## src/rtl/lsu.sv

```systemverilog
// rtl/lsu.sv - load/store unit for a single-port word RAM without byte enables
module lsu #(
    parameter int DATA_WIDTH = 32,
    parameter int ADDR_WIDTH = 32
) (
    input  logic                  i_clk,
    input  logic                  i_rst,
    input  logic                  i_req,
    output logic                  o_ready,
    input  logic                  i_we,
    input  logic [1:0]            i_size,
    input  logic                  i_unsigned,
    input  logic [ADDR_WIDTH-1:0] i_addr,
    input  logic [DATA_WIDTH-1:0] i_wdata,
    output logic                  o_done,
    output logic                  o_err,
    output logic [DATA_WIDTH-1:0] o_rdata,
    output logic [ADDR_WIDTH-3:0] o_mem_addr,
    output logic                  o_mem_we,
    output logic [DATA_WIDTH-1:0] o_mem_wdata,
    input  logic [DATA_WIDTH-1:0] i_mem_rdata
);

    localparam logic [1:0] SZ_B = 2'b00;
    localparam logic [1:0] SZ_H = 2'b01;
    localparam logic [1:0] SZ_W = 2'b10;

    typedef enum logic [2:0] {S_IDLE, S_RD, S_CAP, S_WR, S_DONE} state_t;

    state_t                state, state_next;
    logic                  we_q;
    logic [1:0]            size_q;
    logic                  uns_q;
    logic [1:0]            off_q;
    logic [DATA_WIDTH-1:0] wdata_q;
    logic                  accept;
    logic                  misaligned;
    logic [DATA_WIDTH-1:0] lane_shift;
    logic [DATA_WIDTH-1:0] load_data;
    logic [DATA_WIDTH-1:0] merged;

    assign o_ready = (state == S_IDLE);
    assign accept  = o_ready && i_req;

    always_comb begin
        misaligned = 1'b1;
        case (i_size)
            SZ_B:    misaligned = 1'b0;
            SZ_H:    misaligned = i_addr[0];
            SZ_W:    misaligned = |i_addr[1:0];
            default: misaligned = 1'b1;
        endcase
    end

    always_ff @(posedge i_clk) begin
        if (i_rst) state <= S_IDLE;
        else       state <= state_next;
    end

    always_comb begin
        state_next = state;
        case (state)
            S_IDLE: begin
                if (i_req) begin
                    if (misaligned)                  state_next = S_DONE;
                    else if (i_we && i_size == SZ_W) state_next = S_WR;
                    else                             state_next = S_RD;
                end
            end
            S_RD:    state_next = S_CAP;
            S_CAP:   state_next = we_q ? S_WR : S_DONE;
            S_WR:    state_next = S_DONE;
            S_DONE:  state_next = S_IDLE;
            default: state_next = S_IDLE;
        endcase
    end

    // Little-endian lane select: shifting by offset*8 puts the byte/half at bit 0
    assign lane_shift = i_mem_rdata >> {off_q, 3'b000};

    always_comb begin
        load_data = i_mem_rdata;
        case (size_q)
            SZ_B: load_data = uns_q ? {24'b0, lane_shift[7:0]}
                                    : {{24{lane_shift[7]}}, lane_shift[7:0]};
            SZ_H: load_data = uns_q ? {16'b0, lane_shift[15:0]}
                                    : {{16{lane_shift[15]}}, lane_shift[15:0]};
            default: load_data = i_mem_rdata;
        endcase
    end

    always_comb begin
        merged = i_mem_rdata;
        if (size_q == SZ_B) merged[{off_q, 3'b000} +: 8] = wdata_q[7:0];
        else if (off_q[1])  merged[31:16] = wdata_q[15:0];
        else                merged[15:0]  = wdata_q[15:0];
    end

    always_ff @(posedge i_clk) begin
        if (i_rst) begin
            we_q        <= 1'b0;
            size_q      <= 2'b00;
            uns_q       <= 1'b0;
            off_q       <= 2'b00;
            wdata_q     <= '0;
            o_done      <= 1'b0;
            o_err       <= 1'b0;
            o_rdata     <= '0;
            o_mem_addr  <= '0;
            o_mem_we    <= 1'b0;
            o_mem_wdata <= '0;
        end else begin
            o_done   <= (state_next == S_DONE);
            o_mem_we <= (state_next == S_WR);
            if (accept) begin
                we_q       <= i_we;
                size_q     <= i_size;
                uns_q      <= i_unsigned;
                off_q      <= i_addr[1:0];
                wdata_q    <= i_wdata;
                o_mem_addr <= i_addr[ADDR_WIDTH-1:2];
                o_err      <= misaligned;
                o_rdata    <= '0;
                if (i_we && i_size == SZ_W && !misaligned) o_mem_wdata <= i_wdata;
            end
            if (state == S_CAP) begin
                if (we_q) o_mem_wdata <= merged;
                else      o_rdata     <= load_data;
            end
            if (state == S_DONE) begin
                o_err   <= 1'b0;
                o_rdata <= '0;
            end
        end
    end

endmodule
```

## config.mk

```make
export PLATFORM = sky130hd
export DESIGN_NAME = lsu
export DESIGN_NICKNAME = d
export VERILOG_FILES = /design/src/rtl/lsu.sv
export SDC_FILE = /design/constraint.sdc
export NUM_CORES = 1
export LEC_CHECK = 0
export CORE_ASPECT_RATIO = 0.75
export CORE_MARGIN = 1
export CORE_UTILIZATION = 40
export CTS_CLUSTER_DIAMETER = 80
export CTS_CLUSTER_SIZE = 10
export DETAILED_ROUTE_END_ITERATION = 6
export DONT_BUFFER_PORTS = 1
export PLACE_DENSITY = 0.58
export SYNTH_ARGS = -nofsm -noshare
export SYNTH_HDL_FRONTEND = slang
export SYNTH_SLANG_ARGS = --single-unit
export TNS_END_PERCENT = 5
```

## constraint.sdc

```tcl
create_clock -name i_clk -period 2.88 [get_ports i_clk]
set_input_delay 0.288 -clock i_clk [delete_from_list [all_inputs] [get_ports i_clk]]
set_output_delay 0.288 -clock i_clk [all_outputs]
set_load 0.02 [all_outputs]
```

==> flow_metrics.tcl, run 1 <==
set metrics [dict create \
    cp_slowest_cell "dfxtp_2" \
    post-dp-hpwl_mm 14.2 \
    netlist_area_mm2 0.00594 \
    grt_pass1_vias 5118 \
    synth.avg_cell_area_um2 8.83 \
    setup_tns_ns 0 \
    core_mm2 0.0145 \
    rsz0062_at_grt "no" \
    cp.arrival_ns 2.84 \
    cp_num_buf_inv 1 \
    slew_headroom_pct 15.8 \
    synth_top_area_share_pct 41.1 \
    layout_commonest_cell "dfxtp_1" \
    synth_top_area_cell "dfxtp_1" \
    max_stage_delay_ns 0.58 \
    worst_setup_path_end_kind "register" \
    total_power_mw 4.71 \
    cts.repair.resized 0 \
    hp-start "i_wdata[15]" \
    worst_pin_slew_ns 1.26 \
    fp.dieW_um 143 \
    post_drt_wl_per_cell_um 22.3 \
    crit_path_max_fanout 18 \
    min_period_ns 2.51 \
    required_ns 3.21 \
    cts-root-buf "clkbuf_16" \
    overflow 0 \
    finalCritPeriodShare_pct 87.3 \
    fin_skew_ns 0.00910 \
    via_count 5477 \
    syn_to_final_growth_pct 19.4 \
    clkLatencyLatePin_ns 0.42 \
    postRouteAntennaNets 0 \
    htreeDepth 4 \
    drc 0 \
    cts.path.max_buffers 2 \
    timing.rr.end "o_mem_wdata[28]" \
    cts_tree "done" \
    hold_viol_final 0 \
    diodes 0 \
    crit_start "off_q[1]" \
    grtUsageTotal_pct 26.3 \
    cts_buffers 17 \
    initial_core_util_pct 41.0 \
    crit_family "simple AND/OR/NAND/NOR gates" \
    wl_mm 20.1 \
    synth_fp_nets 781 \
    peakVddDrop_mv 0.350 \
    drt_pass1_iterations 6 \
    gp_congestion 0.906 \
    synth_seq_cells 122 \
    cp-endpoint "o_mem_wdata[28]" \
    p_leak_nw 2.63 \
    fmax_mhz 398 \
    grt_max_degree 85 \
    ys_warn_count 0 \
    cp.depth 6 \
    dieArea_mm2 0.0154 \
    drv_slew 0 \
    cap_violations 0 \
    worstSetupStartpointType "register" \
    r2r_setup_slack_ns 0.37 \
    path_clk_slew_ns 0.06 \
    worstPathCellList "inv_1, ha_1, nor3b_2, nand3_1, a32o_1, a211oi_1" \
    nNetsFinal 793 \
    numPortBuffers 0 \
    rr_startpoint "off_q[1]" \
    ios 201 \
    ff2ff_path_depth 6 \
    powerDensity_mw_per_mm2 663 \
    cts_sinks 122 \
    synth_area_leaders "dfxtp_1 (41%), mux2i_1 (10%), nand2_1 (7.2%)" \
    antenna_found_initial 0 \
    layout-drive-gt1-share_pct 10.2 \
    setup_violations 0 \
    path_class "register to register" \
    rows 38 \
    final_cell_mix "dfxtp_1 (121), nand2_1 (113), a21oi_1 (77), mux2i_1 (60), a211oi_1 (43)" \
    yosysUniqueCellTypes 54 \
    die_y_um 108 \
    drt_iter0_markers 401 \
    syn_inst 673 \
    grt_pass1_wl_mm 29.8 \
    ys_seq_area_share_pct 41.1 \
    status "completed" \
    hold_path.class "input port to register" \
    via_per_inst 6.10 \
]
## state kept, by name, summed over array words and instances, names as in the netlist
name and count:
o_done 1, o_err 1, o_mem_addr 30, o_mem_wdata 32, o_mem_we 1, o_rdata 32, off_q 2, size_q 2
state 3, uns_q 1, wdata_q 16, we_q 1
## per-layer routing
metal  vias up  GRT usage (%)  wire length (um)
met5         -              0                 0
met4         0           8.53               314
met3        29           11.0              2210
met2       274           38.5              8740
met1      2639           34.8              8790
li1       2535              -                 -
## synth_stat cells, drive strengths merged
master / count
or2: 2
a221oi: 17
o221ai: 7
or3: 2
nand3: 20
o31ai: 1
mux2i: 60
nand4: 1
a2bb2oi: 1
and3b: 1
and2: 1
a21boi: 2
nand2: 114
nand3b: 4
nand4bb: 1
o21ai: 7
clkbuf: 32
ha: 5
a22oi: 4
nor2b: 17
a32oi: 1
o32ai: 1
o21ba: 1
nor3: 19
inv: 4
a21o: 1
nand2b: 2
a221o: 15
a311oi: 1
buf: 30
a32o: 16
a21oi: 77
o211ai: 6
nor3b: 1
mux2: 1
a211oi: 43
mux4: 1
nor2: 16
a31o: 11
a31oi: 1
dfxtp: 122
nor4b: 3
and4bb: 1
## report_power, final
group	switching [mW]	internal (mW)	total, mW
Clock	0.770	1.49	2.26
Sequential	0.143	1.76	1.91
Combinational	0.324	0.217	0.541
## area by class of cell
class / count / area, um2
fillers: 1376 / 7410
clock buffers: 20 / 457
repair buffers: 55 / 528
inverters: 4 / 15.0
clock inverters: 12 / 171
flip-flops and latches: 122 / 2440
multi-input cells: 485 / 3230
well taps: 200 / 250
## how the worst min path moves through the flow
stage / to / slack [ns] / cells after the start
after floorplan: uns_q / 0.42 / 2
after global placement: off_q[1] / 0.37 / 1
after detailed placement: off_q[1] / 0.37 / 1
after CTS: wdata_q[11] / 0.001 / 2
after global routing: o_mem_addr[20] / 0.0005 / 2
final: wdata_q[15] / 0.01 / 2
## logic make-up (layout without fill, tap and decap cells)
logic type               Yosys count  count (layout)  share of synthesized area, %
flip-flops                       122             122                          41.1
AO/OA/AOI/OAI                    213             213                          25.9
AND/OR/NAND/NOR                  205             205                          16.5
buffers and inverters             66              91                          4.82
multiplexers                      62              62                          10.7
adder cells (fa/ha/maj)            5               5                          1.05
## timing repair
action,in CTS,in global routing
hold endpoints to repair,91,1
setup buffers,0,0
hold buffers,38,1
## metrics by stage
stage | hold slack [ns] | instances | cell area, um2 | utilization, % | setup slack, ns
after floorplan | 0.424 | 673 | 5940 | - | 0.731
after global placement | 0.366 | 827 | 6060 | 41.8 | 0.570
after detailed placement | 0.367 | 827 | 6060 | 41.8 | 0.423
after CTS | 0.00110 | 897 | 7090 | 48.9 | 0.429
after global routing | 0.000514 | 898 | 7100 | 48.9 | 0.203
final | 0.0147 | 898 | 7100 | 48.9 | 0.365
Note: power is estimated with default switching activity, not from simulation.
==> run 2: changes to the inputs <==
==> constraint.sdc (replaced) <==
create_clock -name i_clk -period 2.51 [get_ports i_clk]
set_input_delay 0.251 -clock i_clk [delete_from_list [all_inputs] [get_ports i_clk]]
set_output_delay 0.251 -clock i_clk [all_outputs]
set_load 0.02 [all_outputs]
==> run 2 against run 1 <==
Effect of this change: core utilization is 2.3 points higher; flip-flop and latch count stayed put; register-to-register slack worse by 0.15 ns; highest routed layer unchanged.
==> flow_metrics.tcl, run 2 (same netlist as run 1, synthesis figures left out) <==
set metrics [dict create \
    final_cell_mix "dfxtp_1 (121), nand2_1 (113), a21oi_1 (77), dlygate4sd3_1 (67), mux2i_1 (60)" \
    post_cts_buffers 0 \
    die_y_um 108 \
    grt_pass1_wl_mm 30.6 \
    drt_iter0_markers 522 \
    core_mm2 0.0145 \
    htreeDepth 4 \
    cts_buffers 17 \
    grtUsageTotal_pct 26.9 \
    max_stage_delay_ns 0.50 \
    p_leak_nw 2.77 \
    syn_to_final_growth_pct 24.9 \
    cts_tree "done" \
    via_per_inst 6.00 \
    worstPathCellList "inv_1, ha_1, and3b_1, nand3_1, a32o_1, a211oi_1" \
    ios 201 \
    drt_pass1_iterations 5 \
    post-dp-hpwl_mm 14.0 \
    min_period_ns 2.30 \
    dieArea_mm2 0.0154 \
    cts.path.max_buffers 2 \
    multi_input_area_mm2 0.00324 \
    crit_path_max_fanout 10 \
    initial_core_util_pct 41.0 \
    drv_slew 0 \
    cp_slowest_cell "dfxtp_2" \
    grt_pass1_vias 5332 \
    fin_area_mm2 0.00742 \
    worst_pin_slew_ns 1.18 \
    grtUsageMet3_pct 11.7 \
    top_usage_layer "met2" \
    slew_headroom_pct 21.0 \
    hold_path.class "input port to register" \
    wl_mm 20.8 \
    regArea_mm2 0.00244 \
    fin_skew_ns 0.00845 \
    via_count 5579 \
    drc 0 \
    postRouteAntennaNets 0 \
    antenna_found_initial 0 \
    layout_commonest_cell "dfxtp_1" \
    gp_congestion 0.874 \
    rows 38 \
    path_class "register to register" \
    fp.dieW_um 143 \
    required_ns 2.84 \
    status "completed" \
    grt_max_degree 85 \
    cap_violations 0 \
    grt_use_met2_pct 39.4 \
    worstSetupStartpointType "register" \
    path_clk_slew_ns 0.06 \
    cp.arrival_ns 2.63 \
    nNetsFinal 824 \
    worst_setup_path_end_kind "register" \
    cts-root-buf "clkbuf_16" \
    setup_violations 0 \
    num-fill-cells 1356 \
    placedInstanceArea_mm2 0.00610 \
    hold_viol_final 0 \
    total_power_mw 5.45 \
    layout-drive-gt1-share_pct 10.0 \
    rsz0062_at_grt "no" \
    clkLatencyLatePin_ns 0.42 \
    post_drt_wl_per_cell_um 22.3 \
    reg_top3 "o_mem_wdata: 32 flops, o_rdata: 32 flops, o_mem_addr: 30 flops" \
    peakVddDrop_mv 0.472 \
    finalCritPeriodShare_pct 91.4 \
    setup_tns_ns 0 \
    met1_usage_pct 35.7 \
    numPortBuffers 0 \
    fmax_mhz 436 \
    powerDensity_mw_per_mm2 734 \
    overflow 0 \
    cts_sinks 122 \
]
run 2: cell count changes in the layout (fill, tap and decap cells not counted), sizes merged:
cell,before,now
buf,17,19
diode,0,1
clkinvlp,3,4
dlygate4sd3,38,67
clkbuf,20,19
run 2: final cells by class:
cell class / count / share of cell area, %
Multi-Input combinational cell: 485 / 43.6
Sequential cell: 122 / 32.9
Timing Repair Buffer: 86 / 11.6
Clock buffer: 19 / 5.97
Tap cell: 200 / 3.37
Clock inverter: 13 / 2.36
Inverter: 4 / 0.202
Antenna cell: 1 / 0.0337
run 2: through the flow:
stage / util [%] / worst slack [ns] / hold WS (ns) / instances
floorplan: - / 0.361 / 0.387 / 673
global placement: 42.1 / 0.297 / 0.331 / 829
detailed placement: 42.1 / 0.266 / 0.336 / 829
CTS: 51.1 / 0.263 / 0.0427 / 929
global route: 51.2 / 0.0708 / 0.0531 / 929
finish: 51.2 / 0.215 / 0.0535 / 930
run 2: path summary, 6_finish.rpt:
check,from,endpoint,slack [ns],depth (start not counted)
worst max-delay path,off_q[1],o_mem_wdata[13],0.21,6
worst max register to register,off_q[1],o_mem_wdata[13],0.21,6
worst min register to register,wdata_q[11],wdata_q[11],0.49,2
worst min-delay path,i_rst,state[2],0.05,2
run 2: timing repair:
| action | CTS | global route |
|---|---|---|
| hold endpoints to repair | 99 | 0 |
| endpoints found under the setup margin | 0 | 1 |
| hold buffers | 68 | 0 |
| gates resized for setup | 0 | 1 |
run 2: worst max-delay path, delay by kind of cell, from the launching register on:
family                     cells  cell delay [ns]
AOI/OAI and AO/OA              2             0.47
adders and majority gates      1             0.46
buffers and inverters          1             0.21
DFF                            1             0.50
and+or+nand+nor                2             0.57
run 2: metal layers:
metal | vias up | share of wire (%)
li1 | 2604 | -
met1 | 2666 | 43
met2 | 282 | 44
met3 | 27 | 11
met4 | 0 | 1.3
met5 | - | 0
run 2: where the power goes:
group          internal (mW)  total (mW)  switching [mW]
clock network           1.67        2.58           0.907
registers               2.02        2.19           0.166
logic                  0.287       0.674           0.387
total                   3.99        5.45            1.46
